[src/rtl/seg7_pkg.sv]
// seg7_pkg: constants and types shared by the 4-digit seven-segment scanner
// and its decoder.
//   scan_state_t - slot phase: BLANK (all off) then DRIVE (one digit lit)
//   SEG_BLANK    - all segments off (active-low)
//   SEG_INVALID  - pattern shown for non-BCD nibbles 10..15
//   ANODE_OFF    - all digit anodes off (active-low)
package seg7_pkg;

  typedef enum logic [0:0] {
    BLANK = 1'b0,
    DRIVE = 1'b1
  } scan_state_t;

  localparam logic [6:0] SEG_BLANK   = 7'b1111111;
  localparam logic [6:0] SEG_INVALID = 7'b0101010;
  localparam logic [3:0] ANODE_OFF   = 4'b1111;

endpackage

[src/rtl/seg7_decode.sv]
// seg7_decode: combinational BCD to seven-segment decoder.
// Ports:
//   bcd - 4-bit digit value (0..9 valid)
//   seg - segments gfedcba, active-low; 10..15 show SEG_INVALID
module seg7_decode
  import seg7_pkg::*;
(
  input  logic [3:0] bcd,
  output logic [6:0] seg
);

  always_comb begin
    seg = SEG_INVALID;
    case (bcd)
      4'd0:    seg = 7'b1000000;
      4'd1:    seg = 7'b1111001;
      4'd2:    seg = 7'b0100100;
      4'd3:    seg = 7'b0110000;
      4'd4:    seg = 7'b0011001;
      4'd5:    seg = 7'b0010010;
      4'd6:    seg = 7'b0000010;
      4'd7:    seg = 7'b1111000;
      4'd8:    seg = 7'b0000000;
      4'd9:    seg = 7'b0010000;
      default: seg = SEG_INVALID;
    endcase
  end

endmodule

[src/rtl/seg7_scan_ctrl.sv]
// seg7_scan_ctrl: time-multiplexed driver for a 4-digit common-anode display.
// Each digit gets a slot of REFRESH_DIV cycles: BLANK_CYC all-off cycles
// (ghosting guard) followed by the lit DRIVE phase. Four slots form a frame.
// New values are staged by load and only copied to the display register at a
// frame boundary, so a frame never mixes old and new digits.
// Ports:
//   clk, rst   - clock, synchronous active-high reset
//   en         - output enable (scan keeps running when low)
//   value_in   - four BCD nibbles, nibble i drives digit i
//   dp_in      - decimal point request per digit, active-high
//   load       - strobe staging value_in/dp_in
//   load_ack   - pulse when a staged value is copied to the display
//   frame_tick - pulse at each frame boundary
//   an, seg7, dp - active-low anode, segment and decimal point drives
module seg7_scan_ctrl
  import seg7_pkg::*;
#(
  parameter int REFRESH_DIV = 50000,
  parameter int BLANK_CYC   = 500
) (
  input  logic        clk,
  input  logic        rst,
  input  logic        en,
  input  logic [15:0] value_in,
  input  logic [3:0]  dp_in,
  input  logic        load,
  output logic        load_ack,
  output logic        frame_tick,
  output logic [3:0]  an,
  output logic [6:0]  seg7,
  output logic        dp
);

  localparam int CW = (REFRESH_DIV > 1) ? $clog2(REFRESH_DIV) : 1;
  localparam logic [CW-1:0] BLANK_LAST = CW'(BLANK_CYC - 1);
  localparam logic [CW-1:0] SLOT_LAST  = CW'(REFRESH_DIV - 1);

  scan_state_t   state_reg, state_next;
  logic [CW-1:0] cnt_reg, cnt_next;
  logic [1:0]    digit_reg, digit_next;
  logic          frame_end;

  logic [15:0]   stage_val_reg, disp_val_reg, disp_val_next;
  logic [3:0]    stage_dp_reg, disp_dp_reg, disp_dp_next;
  logic          pending_reg;
  logic          swap;

  logic          show;
  logic [3:0]    nibble;
  logic [6:0]    seg_dec;
  logic [3:0]    an_next;
  logic [6:0]    seg_next;
  logic          dp_next;

  logic [3:0]    an_reg;
  logic [6:0]    seg7_reg;
  logic          dp_reg;
  logic          load_ack_reg;
  logic          frame_tick_reg;

  // Slot sequencing; the counter runs across the whole slot and only clears
  // when DRIVE hands back to BLANK for the next digit.
  always_comb begin
    state_next = state_reg;
    cnt_next   = cnt_reg + 1'b1;
    digit_next = digit_reg;
    frame_end  = 1'b0;
    case (state_reg)
      BLANK: begin
        if (cnt_reg == BLANK_LAST) state_next = DRIVE;
      end
      DRIVE: begin
        if (cnt_reg == SLOT_LAST) begin
          state_next = BLANK;
          cnt_next   = '0;
          digit_next = digit_reg + 2'd1;
          frame_end  = (digit_reg == 2'd3);
        end
      end
      default: begin
        state_next = BLANK;
        cnt_next   = '0;
      end
    endcase
  end

  // The boundary always copies what was staged before this cycle; a load on
  // the same cycle lands in staging and waits for the next boundary.
  assign swap          = frame_end && pending_reg;
  assign disp_val_next = swap ? stage_val_reg : disp_val_reg;
  assign disp_dp_next  = swap ? stage_dp_reg  : disp_dp_reg;

  // Outputs are decoded from next-state values so they switch on the same
  // edge as the state/digit registers.
  assign show   = (state_next == DRIVE) && en;
  assign nibble = disp_val_next[{digit_next, 2'b00} +: 4];

  seg7_decode u_decode (
    .bcd (nibble),
    .seg (seg_dec)
  );

  for (genvar gi = 0; gi < 4; gi++) begin : g_anode
    assign an_next[gi] = ~(show && (digit_next == 2'(gi)));
  end

  assign seg_next = show ? seg_dec : SEG_BLANK;
  assign dp_next  = show ? ~disp_dp_next[digit_next] : 1'b1;

  always_ff @(posedge clk) begin
    if (rst) begin
      state_reg      <= BLANK;
      cnt_reg        <= '0;
      digit_reg      <= 2'd0;
      stage_val_reg  <= 16'h0000;
      stage_dp_reg   <= 4'h0;
      disp_val_reg   <= 16'h0000;
      disp_dp_reg    <= 4'h0;
      pending_reg    <= 1'b0;
      load_ack_reg   <= 1'b0;
      frame_tick_reg <= 1'b0;
      an_reg         <= ANODE_OFF;
      seg7_reg       <= SEG_BLANK;
      dp_reg         <= 1'b1;
    end else begin
      state_reg    <= state_next;
      cnt_reg      <= cnt_next;
      digit_reg    <= digit_next;
      disp_val_reg <= disp_val_next;
      disp_dp_reg  <= disp_dp_next;
      if (load) begin
        stage_val_reg <= value_in;
        stage_dp_reg  <= dp_in;
        pending_reg   <= 1'b1;
      end else if (frame_end) begin
        pending_reg <= 1'b0;
      end
      load_ack_reg   <= swap;
      frame_tick_reg <= frame_end;
      an_reg         <= an_next;
      seg7_reg       <= seg_next;
      dp_reg         <= dp_next;
    end
  end

  assign an         = an_reg;
  assign seg7       = seg7_reg;
  assign dp         = dp_reg;
  assign load_ack   = load_ack_reg;
  assign frame_tick = frame_tick_reg;

endmodule

[config.mk]
export PLATFORM = sky130hd
export DESIGN_NAME = seg7_scan_ctrl
export DESIGN_NICKNAME = d
export VERILOG_FILES = /design/src/rtl/seg7_pkg.sv /design/src/rtl/seg7_decode.sv /design/src/rtl/seg7_scan_ctrl.sv
export SDC_FILE = /design/constraint.sdc
export NUM_CORES = 1
export LEC_CHECK = 0
export CORE_UTILIZATION = 58
export DETAILED_ROUTE_END_ITERATION = 6
export DONT_BUFFER_PORTS = 1
export GPL_ROUTABILITY_DRIVEN = 0
export PLACE_DENSITY = 0.74
export SKIP_LAST_GASP = 1
export SYNTH_ARGS = -nofsm -noshare
export SYNTH_HDL_FRONTEND = slang
export SYNTH_HIERARCHICAL = 1
export SYNTH_SLANG_ARGS = --single-unit
[constraint.sdc]
create_clock -name clk -period 3.8 [get_ports clk]
set_clock_uncertainty 0.2 [all_clocks]
set_input_delay 0.76 -clock clk [delete_from_list [all_inputs] [get_ports clk]]
set_output_delay 0.76 -clock clk [all_outputs]
set_load 0.01 [all_outputs]
# == After elaboration in Yosys (flattened, before gate mapping) ==
# Memories as Yosys holds them, arrays and structs flattened. A register that Yosys moved wholly into a read port is not among the register bits.
# Index checks and enable logic that the tools add are counted.
# W data, S select, Z words.
# word_totals
out_inout_bits,14
mem_count,1
in_bits,24
romBits,112
ff_bits,67
word_cells,54
# op_classes
n_reduce_logical,9
addsub,2
eq_ne,6
n_mux,15
shifts,1
n_bitwise,7
order_cmp,1
# memory_table
name,depth,word_bits,read_ports,rd_clocked_by_memory_dff,wr,line,source
(no name shown),16,7,1,1,0,seg7_decode.sv:14,case (bcd)
# ops
op,count
$mux W16,3
$add A16 B1 Y16 const B,1
$eq A16 B16 Y1 const B,1
$eq A16 B9 Y1 const B,1
$shiftx A16 B5 Y4,1
$mux W1,7
$not A1 Y1,7
$eq A2 B2 Y1 const B,3
$logic_and A1 B1 Y1,6
$mux W2,2
$mux W4,1
$lt A2 B3 Y1 const B,1
$add A2 B1 Y2 const B,1
$bmux W1 S2,1
$eq A2 B1 Y1 const B,1
$logic_not A2 Y1,1
$pmux W1 S2,1
$reduce_bool A2 Y1,1
$reduce_or A2 Y1,1

# == Depth between registers and ports, before layout ==
# Gate-level depths: netlist of the first run.
# logic_depth
word_depth,8
mapped_depth,11
mapped_depth_nobuf,11

# == Modules after synthesis ==
# The synthesis of the first run kept the hierarchy.
# modules_own_cells
mod,seq_area_each_um2,area_per_inst_um2,instances,cells_per_inst
seg7_scan_ctrl,1481.4,3154.3,1,337
seg7_decode,0.0,232.7,1,28

# == Worst setup path after synthesis of the first run ==
# OpenSTA, ideal clock, no wires.
# synth_path
path_type,reg2reg
from,register cnt_reg[0]
to,register seg7_reg[3] (netlist: seg7[3])
arrival_time_ps,2953
slack_ps,520
path_stages_with_launch,12
path_buffers,0
setup_ps,127
required_ps,3473
period_less_slack_ps,3280
cell_sequence,dfxtp_1 -> ha_1 -> nand3_1 -> or2_2 -> nor3_1 -> nand3_1 -> nand4_1 -> inv_1 -> ha_1 -> mux2_4 -> o22a_1 -> or3_1
# synth_via
elab_chain_cells,6
word_cells_on_any_way,15
classes_between,eq/ne: 2; shift: 1; mux: 8; bitwise: 1; reduce/logical: 3
# synth_rtl
item,line,source
"start, declared",seg7_scan_ctrl.sv:39,"logic [CW-1:0] cnt_reg, cnt_next;"
"start signal, assigned",seg7_scan_ctrl.sv:127,cnt_reg <= cnt_next;
$eq A16 B16 Y1 (*),seg7_scan_ctrl.sv:73,if (cnt_reg == SLOT_LAST) begin
$mux W1,seg7_scan_ctrl.sv:73,
$mux W1,seg7_scan_ctrl.sv:68,case (state_reg)
$logic_and A1 B1 Y1,seg7_scan_ctrl.sv:89,assign swap = frame_end && pending_reg;
$mux W16,seg7_scan_ctrl.sv:90,assign disp_val_next = swap ? stage_val_reg : disp_val_reg;
$shiftx A16 B5 Y4 (*),seg7_scan_ctrl.sv:96,"assign nibble = disp_val_next[{digit_next, 2'b00} +: 4];"
net nibble[1],seg7_scan_ctrl.sv:49,logic [3:0] nibble;
"end, declared",seg7_scan_ctrl.sv:56,logic [6:0] seg7_reg;
# The timed path passes the listed nets; every way through them passes the cells marked *.
# A chain may end at the register's enable or synchronous reset.

# == Worst setup path in the final report of the first run ==
# layout_path
from,register cnt_reg[0]
to,register seg7_reg[1] (netlist: seg7[1])
# Same word-level chain as after synthesis.

==> impl_metrics.tcl, run 1 <==
set metrics [dict create \
    detail_route.first_pass.iterations 4 \
    crit_arrival_ps 3420 \
    start_util 0.608 \
    rsz_0062_raised_after_global_routing "no" \
    timing.critical_path.fanout_max 8 \
    core.rowCount 27 \
    insertion_delay_ps 340 \
    clock_power_share 0.419 \
    die_outline_area_um2 6150 \
    drtIter0Drc 187 \
    syn-instance-count 365 \
    n_antenna_cell 0 \
    p_leak_nw 1.30 \
    clk_root_buffer_cell "sky130_fd_sc_hd__clkbuf_8" \
    outcome "finished clean" \
    detail-route-antenna-nets 0 \
    final-setup-viol-count 0 \
    synth.yosys.seq_area_share 0.437 \
    timing.final.max_slew_violations 0 \
    grt_pass1_wl_um 11400 \
    power.switching_fraction 0.209 \
    syn-mean-instance-area_um2 9.28 \
    layout_worst_path_cycle_share 0.894 \
    die_y_um 78.4 \
    avgViaCountPerCell 5.73 \
    max_cap_violations 0 \
    clk_path_buf_depth 2 \
    postCtsSetupRepairBufs 0 \
    totalWireLength_um 6700 \
    timing.final.crit_period_ps 3400 \
    area_occupied_by_multi_input_gates_um2 1780 \
    synth-main-ff-cell "sky130_fd_sc_hd__dfxtp_1" \
    final.fill_count 460 \
    max_slew.worst_pin.slew_ps 680 \
    cts_num_sinks 74 \
    maxSlewHeadroom 0.546 \
    num_vias 2509 \
    cts.hold.buffers_added 0 \
    wl_per_cell_um 15.3 \
    power.net_switching_uw 301 \
    area_growth_pct 6.94 \
    worst_hold_slack_ps 252 \
    hpwl_um 4640 \
    synthDistinctLibCells 49 \
    synthesis.yosys.warnings 6 \
    first_global_vias 2339 \
    total_nets_after_synthesis 396 \
    maxClockFrequency_ghz 0.294 \
    total_power_mw 1.44 \
    max-vdd-ir-drop_mv 0.248 \
    post_cts.resized_instances 0 \
    r2r_setup_slack_ps 400 \
    layout-drive-gt1-share 0.123 \
    h-tree-depth 3 \
    antenna_found_initial 0 \
    grt_start_max_net_pins 49 \
    groute.usage.overall 0.241 \
    top_level_ports 38 \
    final-hold-violation-count 0 \
    final.setup.tns_ps 0 \
    power.sequential.fraction 0.559 \
    area_of_the_placeable_core_um2 5570 \
    cts_tree "built" \
    worst_ep_required_time_ps 3820 \
    synth_seq_cells 74 \
    synth-edff-count 0 \
    power_per_cell_area_nw_per_um2 398 \
    final_nets 394 \
    netlist_area_um2 3390 \
    synthArstFlopShare 0 \
    startpoint_type "flip-flop" \
    grt.overflow.total 0 \
    endpoint_kind "flip-flop" \
    die_width_um 78.4 \
    seqCellArea_um2 1480 \
    cts.clk_slew.worst_paths_ps 70 \
    worstHoldPathType "flip-flop to flip-flop" \
    critical_path_class "flip-flop to flip-flop" \
    cts_buffers 9 \
    io_buffers 0 \
    power_frac_comb 0.023 \
    post-route-drc-count 0 \
    p_int_mw 1.14 \
]
[final cells by class]
cell class | instances | share of cell area
Clock inverter | 3 | 0.0111
Sequential cell | 74 | 0.409
Multi-Input combinational cell | 264 | 0.491
Clock buffer | 11 | 0.0418
Timing Repair Buffer | 8 | 0.0166
Inverter | 6 | 0.00622
Tap cell | 72 | 0.0249
[cells in the final DEF, fill, tap and decap left out, drive strengths merged, types with 7 or more instances in the layout]
cell    count
xnor2       8
mux4        8
nand4       7
dfxtp      74
buf         8
ha          7
a21oi      24
nand2      51
clkbuf     11
nor2       49
mux2i      28
xor2        7
or3         8
nand3      15
[path summary, 6_finish.rpt]
| kind | depth (start not counted) | from | to |
|---|---|---|---|
| worst min register to register | 2 | disp_dp_reg[1] | disp_dp_reg[1] |
| worst max-delay path | 11 | cnt_reg[0] | seg7[1] |
| worst max register to register | 11 | cnt_reg[0] | seg7[1] |
| worst min-delay path | 2 | disp_dp_reg[1] | disp_dp_reg[1] |
[stage by stage]
step | util | worst slack [ps] | std cells | area (um2)
floorplan | - | 520 | 365 | 3390
global placement | 0.615 | 437 | 424 | 3430
detailed placement | 0.615 | 418 | 424 | 3430
CTS | 0.650 | 414 | 438 | 3620
global route | 0.650 | 162 | 438 | 3620
finish | 0.650 | 403 | 438 | 3620
[power by group through the flow]
stage / Sequential [mW] / Combinational [mW] / Clock, mW
2_1_floorplan: 0.818 / 0.0404 / 0
3_3_place_gp: 0.822 / 0.0315 / 0
3_5_place_dp: 0.823 / 0.0330 / 0
4_1_cts: 0.805 / 0.0331 / 0.615
5_1_grt: 0.807 / 0.0368 / 0.648
6_report: 0.805 / 0.0326 / 0.603
[cell usage after synthesis, types with 4 or more instances]
master | number | area [um2]
sky130_fd_sc_hd__a21oi_1 | 24 | 120
sky130_fd_sc_hd__and3_1 | 4 | 25.0
sky130_fd_sc_hd__buf_1 | 4 | 15.0
sky130_fd_sc_hd__clkbuf_1 | 11 | 41.3
sky130_fd_sc_hd__dfxtp_1 | 74 | 1480
sky130_fd_sc_hd__ha_1 | 7 | 87.6
sky130_fd_sc_hd__inv_1 | 5 | 18.8
sky130_fd_sc_hd__mux2i_1 | 28 | 280
sky130_fd_sc_hd__mux4_2 | 8 | 180
sky130_fd_sc_hd__nand2_1 | 51 | 191
sky130_fd_sc_hd__nand2b_1 | 6 | 37.5
sky130_fd_sc_hd__nand3_1 | 15 | 75.1
sky130_fd_sc_hd__nand4_1 | 7 | 43.8
sky130_fd_sc_hd__nor2_1 | 48 | 180
sky130_fd_sc_hd__nor3_1 | 4 | 20.0
sky130_fd_sc_hd__nor4_1 | 4 | 25.0
sky130_fd_sc_hd__or3_1 | 8 | 50.1
sky130_fd_sc_hd__or4_1 | 4 | 30.0
sky130_fd_sc_hd__xnor2_1 | 8 | 70.1
sky130_fd_sc_hd__xor2_1 | 7 | 61.3
[metal layers]
layer / vias up / share of wire / GRT usage
li1: 1261 / - / -
met1: 1167 / 0.48 / 0.322
met2: 72 / 0.45 / 0.376
met3: 9 / 0.057 / 0.0721
met4: 0 / 0.011 / 0.0722
met5: - / 0 / 0
[kinds of logic after synthesis]
logic type,after synthesis,synth area share
multiplexers,40,0.150
XOR/XNOR,15,0.0388
AND/OR/NAND/NOR,165,0.242
flip-flops,74,0.437
AO/OA/AOI/OAI,37,0.0680
adder cells (fa/ha/maj),7,0.0259
buffers and inverters,27,0.0380
[critical path, cell delays in order (launching register included)]
cell                        delay, ps
sky130_fd_sc_hd__dfxtp_1          370
sky130_fd_sc_hd__ha_1             220
sky130_fd_sc_hd__nand3_1          210
sky130_fd_sc_hd__nor4_1           430
sky130_fd_sc_hd__nand2_1          310
sky130_fd_sc_hd__o2111ai_1        200
sky130_fd_sc_hd__nand4_1          330
sky130_fd_sc_hd__inv_1            220
sky130_fd_sc_hd__ha_1             270
sky130_fd_sc_hd__nor2_1           100
sky130_fd_sc_hd__nor2_1            50
sky130_fd_sc_hd__or3_1            370
Note: power is estimated with default switching activity, not from simulation.
==> inputs of run 2 (changes only) <==
--- a/config.mk
+++ b/config.mk
@@ -5,11 +5,11 @@
 export SDC_FILE = /design/constraint.sdc
 export NUM_CORES = 1
 export LEC_CHECK = 0
-export CORE_UTILIZATION = 58
+export ABC_AREA = 1
+export CORE_UTILIZATION = 25
 export DETAILED_ROUTE_END_ITERATION = 6
 export DONT_BUFFER_PORTS = 1
 export GPL_ROUTABILITY_DRIVEN = 0
-export PLACE_DENSITY = 0.74
 export SKIP_LAST_GASP = 1
 export SYNTH_ARGS = -nofsm -noshare
 export SYNTH_HDL_FRONTEND = slang
==> impl_metrics.tcl, run 2 <==
set metrics [dict create \
    outcome "finished clean" \
    core.rowCount 41 \
    grt.overflow.total 0 \
    die_outline_area_um2 13800 \
    hpwl_um 5310 \
    die_y_um 118 \
    rsz_0062_raised_after_global_routing "no" \
    groute.usage.overall 0.110 \
    area_growth_pct 13.4 \
    drtIter0Drc 135 \
    post-route-drc-count 0 \
    max_slew.worst_pin.slew_ps 638 \
    totalWireLength_um 7200 \
    max_cap_violations 0 \
    stdcell_count 636 \
    detail-route-antenna-nets 0 \
    final_cell_mix "102 x sky130_fd_sc_hd__nor2_1, 93 x sky130_fd_sc_hd__nand2_1, 74 x sky130_fd_sc_hd__dfxtp_1, 41 x sky130_fd_sc_hd__inv_1, 23 x sky130_fd_sc_hd__o21ai_0" \
    critical_path_class "flip-flop to flip-flop" \
    synth-edff-count 0 \
    clk_path_buf_depth 2 \
    synth_commonest_cells "102 x sky130_fd_sc_hd__nor2_1, 93 x sky130_fd_sc_hd__nand2_1, 74 x sky130_fd_sc_hd__dfxtp_1" \
    final-hold-violation-count 0 \
    yosys.cell_count.top_type "sky130_fd_sc_hd__nor2_1" \
    area_occupied_by_multi_input_gates_um2 1610 \
    worst_hold_slack_ps 253 \
    synth.yosys.seq_area_share 0.443 \
    post_cts.resized_instances 0 \
    clk_root_buffer_cell "sky130_fd_sc_hd__clkbuf_16" \
    avgViaCountPerCell 4.28 \
    critPathMaxStageDelay_ps 350 \
    crit_arrival_ps 3120 \
    synth-main-ff-cell "sky130_fd_sc_hd__dfxtp_1" \
    cell_occurring_most_often_along_the_worst_timing_path "sky130_fd_sc_hd__nand2_1" \
    max-vdd-ir-drop_mv 0.250 \
    seqCellArea_um2 1480 \
    wl_per_cell_um 11.3 \
    die_width_um 118 \
    startpoint_type "flip-flop" \
    grt_start_max_net_pins 30 \
    insertion_delay_ps 320 \
    layout-drive-gt1-share 0.116 \
    final_nets 491 \
    timing.final.max_slew_violations 0 \
    synth_largest_area_cell "sky130_fd_sc_hd__dfxtp_1" \
    synth_seq_cells 74 \
    crit_slowest_cell "sky130_fd_sc_hd__dfxtp_1" \
    worst_ep_required_time_ps 3820 \
    synthesis.yosys.warnings 6 \
    power_per_cell_area_nw_per_um2 442 \
    crit_chain "ha_1 > nand2_2 > nor2_8 > nand3_2 > nor2_2 > buf_4 > nand2_2 > nand2_1 > nand3_1 > nand2_1 > nand2_1 > nand2_1 > inv_1 > ha_1 > nand2_1 > nand2_1 > o21ai_2 > or2_1" \
    final.setup.tns_ps 0 \
    start_util 0.260 \
    grt_pass1_wl_um 12500 \
    layout_commonest_cell "sky130_fd_sc_hd__nor2_1" \
    num_vias 2724 \
    r2r_setup_slack_ps 700 \
    final.fill_count 1421 \
    timing.critical_path.fanout_max 20 \
    cts_tree "built" \
    cell_count_after_placement 621 \
    endpoint_kind "flip-flop" \
    total_nets_after_synthesis 492 \
    cts.hold.buffers_added 0 \
    maxSlewHeadroom 0.574 \
    top_level_ports 38 \
    cts_num_sinks 74 \
    cts_buffers 9 \
    layout_worst_path_cycle_share 0.815 \
    final-setup-viol-count 0 \
    h-tree-depth 3 \
    netlist_area_um2 3340 \
    p_leak_nw 1.58 \
    n_antenna_cell 0 \
    synthArstFlopShare 0 \
    dp_slack_ps 681 \
    io_buffers 0 \
    synthDistinctLibCells 33 \
    syn-instance-count 461 \
    postCtsSetupRepairBufs 0 \
    worstHoldPathType "flip-flop to flip-flop" \
    syn-mean-instance-area_um2 7.25 \
    leading_post_synthesis_cells_by_cell_area "sky130_fd_sc_hd__dfxtp_1 44%, sky130_fd_sc_hd__nor2_1 11%, sky130_fd_sc_hd__nand2_1 10%, sky130_fd_sc_hd__inv_1 4.6%, sky130_fd_sc_hd__o21ai_0 3.4%" \
    first_global_vias 2695 \
    synth.top_cell.area_share 0.443 \
    detail_route.first_pass.iterations 4 \
    antenna_found_initial 0 \
    maxClockFrequency_ghz 0.323 \
    layout_setup_ws_ps 702 \
    area_of_the_placeable_core_um2 12800 \
    timing.final.crit_period_ps 3100 \
    cts.clk_slew.worst_paths_ps 60 \
]
## run 2: cell count changes after synthesis, moves of 9 or more
cell and change:
sky130_fd_sc_hd__a21oi_1 -9, sky130_fd_sc_hd__inv_1 +36, sky130_fd_sc_hd__mux2i_1 -28, sky130_fd_sc_hd__nand2_1 +42, sky130_fd_sc_hd__nor2_1 +54, sky130_fd_sc_hd__o21ai_0 +22
## run 2: cells by family after synthesis
kind of cell,after synthesis,share of synthesized area
buffers and inverters,62,0.0760
AO/OA/AOI/OAI,47,0.0779
adder cells (fa/ha/maj),7,0.0262
AND/OR/NAND/NOR,266,0.363
flip-flops,74,0.443
XOR/XNOR,5,0.0131
## run 2: metal layers
layer  wire, um  global-route usage  vias to the layer above
li1           -                   -                     1440
met1       3770               0.151                     1229
met2       3080               0.168                       47
met3        275              0.0315                        8
met4         76              0.0313                        0
met5          0                   0                        -
## run 2: critical path: cells and delay by family, from the launching register on
kind                     cells  cell delay, ps
buffers and inverters        2             280
adder cells (fa/ha/maj)      2             490
AO/OA/AOI/OAI                1              50
flip-flops                   1             350
AND/OR/NAND/NOR             13            1610
## run 2: worst paths after layout
kind	from	endpoint	cells after the start
worst max register to register	cnt_reg[0]	seg7[3]	18
worst min-delay path	cnt_reg[0]	cnt_reg[0]	1
worst min register to register	cnt_reg[0]	cnt_reg[0]	1
worst max-delay path	cnt_reg[0]	seg7[3]	18
## run 2: report_power, final
| part | internal, mW | switching, mW | total (mW) |
|---|---|---|---|
| combinational | 0.0135 | 0.0222 | 0.0356 |
| sequential | 0.794 | 0.0135 | 0.808 |
| clock | 0.520 | 0.312 | 0.832 |
| total | 1.33 | 0.348 | 1.68 |
## run 2: metrics by stage
stage	total power [mW]	cell area (um2)	util
3_3_place_gp	0.860	3500	0.273
2_1_floorplan	0.855	3340	-
6_report	1.68	3790	0.296
3_5_place_dp	0.861	3500	0.273
4_1_cts	1.70	3790	0.296
5_1_grt	1.74	3790	0.296
## run 2: cell type report
class | instances | area share
multi-input combinational | 325 | 0.424
inverter | 49 | 0.0492
clock inverter | 5 | 0.0145
clock buffer | 10 | 0.0631
tap | 172 | 0.0568
sequential | 74 | 0.391
timing repair buffer | 1 | 0.00198
==> inputs of run 3 (changes only) <==
--- a/config.mk
+++ b/config.mk
@@ -5,7 +5,7 @@
 export SDC_FILE = /design/constraint.sdc
 export NUM_CORES = 1
 export LEC_CHECK = 0
-export ABC_AREA = 1
+export ABC_AREA = 0
 export CORE_UTILIZATION = 25
 export DETAILED_ROUTE_END_ITERATION = 6
 export DONT_BUFFER_PORTS = 1
==> constraint.sdc (replaced) <==
create_clock -name clk -period 2.8 [get_ports clk]
set_clock_uncertainty 0.2 [all_clocks]
set_input_delay 0.56 -clock clk [delete_from_list [all_inputs] [get_ports clk]]
set_output_delay 0.56 -clock clk [all_outputs]
set_load 0.01 [all_outputs]
==> impl_metrics.tcl, run 3 (synthesis gave the netlist of run 1 again) <==
set metrics [dict create \
    crit_chain "or4_4 > or4_4 > nor2_4 > nor3_2 > a311o_1 > mux2_4 > o22a_1 > or3_1" \
    max_cap_violations 0 \
    routing_usage_on_met3 0.0526 \
    die_y_um 118 \
    top_level_ports 38 \
    rr_endpoint "seg7[3]" \
    clk_path_buf_depth 2 \
    critPathMaxStageDelay_ps 550 \
    area_growth_pct 26.7 \
    worstHoldPathType "input pin to flip-flop" \
    timing.final.crit_period_ps 3130 \
    insertion_delay_ps 340 \
    failed_checks "negative setup slack" \
    grt_pass1_wl_um 13400 \
    n_antenna_cell 0 \
    maxSlewHeadroom 0.673 \
    crit_arrival_ps 3160 \
    timing.final.max_slew_violations 0 \
    stdcell_count 587 \
    final_nets 437 \
    avgViaCountPerCell 4.61 \
    area_of_the_placeable_core_um2 13200 \
    cts_num_sinks 74 \
    cts.hold.buffers_added 0 \
    io_buffers 0 \
    critical_path_class "flip-flop to flip-flop" \
    final_cell_mix "73 x sky130_fd_sc_hd__dfxtp_1, 50 x sky130_fd_sc_hd__nand2_1, 48 x sky130_fd_sc_hd__nor2_1, 48 x sky130_fd_sc_hd__buf_4, 28 x sky130_fd_sc_hd__mux2i_1" \
    clk_root_buffer_cell "sky130_fd_sc_hd__clkbuf_16" \
    antenna_found_initial 0 \
    outcome "finished with violations" \
    core.rowCount 42 \
    post-route-drc-count 0 \
    layout_setup_ws_ps -329 \
    cell_occurring_most_often_along_the_worst_timing_path "sky130_fd_sc_hd__or4_4" \
    number_of_cells_traversed_by_the_worst_register_to_register_path 8 \
    worst_ep_required_time_ps 2830 \
    groute.usage.overall 0.123 \
    endpoint_kind "flip-flop" \
    max_slew.worst_pin.slew_ps 486 \
    most_used_layer_global_route "met2" \
    crit_slowest_cell "sky130_fd_sc_hd__or4_4" \
    die_width_um 118 \
    layout_commonest_cell "sky130_fd_sc_hd__dfxtp_1" \
    cell_count_after_placement 568 \
    wl_per_cell_um 13.8 \
    timing.critical_path.fanout_max 4 \
    h-tree-depth 3 \
    cts_tree "built" \
    layout_worst_path_cycle_share 1.12 \
    finalCoreUtilization 0.324 \
    grt.overflow.total 0 \
    num_vias 2708 \
    total_power_mw 2.40 \
    hpwl_um 5890 \
    grt_start_max_net_pins 49 \
    cts.clk_slew.worst_paths_ps 60 \
    cts_buffers 9 \
    start_util 0.256 \
    startpoint_type "flip-flop" \
    endpoint "seg7[3]" \
    totalWireLength_um 8110 \
    cp-startpoint "cnt_reg[12]" \
    drtIter0Drc 122 \
    final-setup-viol-count 7 \
    maxClockFrequency_ghz 0.320 \
    timing.critical_path.max_delay_family "simple AND/OR/NAND/NOR gates" \
    final-hold-violation-count 0 \
    p_leak_nw 1.59 \
    grt_use_met2 0.189 \
    detail-route-antenna-nets 0 \
    rsz_0062_raised_after_global_routing "yes" \
    layout-drive-gt1-share 0.241 \
    detail_route.first_pass.iterations 4 \
    grtUsageMet1 0.148 \
    max-vdd-ir-drop_mv 0.271 \
    timing.critical_path.depth 8 \
    r2r_start "cnt_reg[12]" \
    r2r_setup_slack_ps -330 \
    first_global_vias 2714 \
    die_outline_area_um2 14000 \
    power_per_cell_area_nw_per_um2 560 \
    path_buf_inv 0 \
]
## run 3: cell count changes in the layout (fill, tap and decap cells not counted), moves of 7 or more
cell	change
sky130_fd_sc_hd__a21oi_1	+9
sky130_fd_sc_hd__nand3b_1	-7
sky130_fd_sc_hd__mux4_2	+8
sky130_fd_sc_hd__buf_4	+47
sky130_fd_sc_hd__nand2_1	-43
sky130_fd_sc_hd__nor2_2	-7
sky130_fd_sc_hd__nand2_2	-7
sky130_fd_sc_hd__inv_1	-36
sky130_fd_sc_hd__xnor2_1	+7
sky130_fd_sc_hd__or3_1	+8
sky130_fd_sc_hd__mux2i_1	+28
sky130_fd_sc_hd__nor2_1	-54
sky130_fd_sc_hd__o21ai_0	-23
## run 3: timing repair
action                                  in CTS  in global routing
gates resized for setup                      4                  6
cloned                                       0                  0
pin swaps                                    2                  3
endpoints found under the setup margin       7                  7
setup buffers                                1                  2
## run 3: area by class of cell
class | instances | area (um2)
flip-flops and latches | 74 | 1480
repair buffers | 51 | 403
clock inverters | 6 | 90.1
multi-input cells | 264 | 1830
clock buffers | 10 | 239
well taps | 176 | 220
inverters | 6 | 22.5
fillers | 1359 | 8950
## run 3: worst min path at each step
stage | cells past startpoint | to | from
2_1_floorplan | 1 | cnt_reg[0] | cnt_reg[0]
3_3_place_gp | 2 | disp_dp_reg[2] | disp_dp_reg[2]
3_5_place_dp | 2 | disp_dp_reg[2] | disp_dp_reg[2]
4_1_cts | 1 | disp_val_reg[3] | rst
5_1_grt | 1 | disp_val_reg[3] | rst
6_report | 1 | digit_reg[1] | rst
## run 3: routing by layer
layer,vias to the layer above,wire length (um)
li1,1345,-
met1,1279,3620
met2,73,3710
met3,11,642
met4,0,145
met5,-,0
## run 3: power by group
part           switching [mW]  internal, mW  leakage, nW  total, mW
Clock                   0.451         0.805        0.159       1.26
Sequential             0.0185          1.08        0.602       1.09
Combinational          0.0213        0.0327        0.831     0.0540
## run 3: through the flow
stage	TNS (ps)	setup slack, ps	hold WS [ps]	cell area, um2
floorplan	-1170	-384	229	3410
global placement	-1240	-276	233	3890
detailed placement	-1570	-327	243	3890
CTS	-1370	-316	77.6	4240
global route	-1890	-393	73.9	4290
finish	-1250	-329	89.4	4290
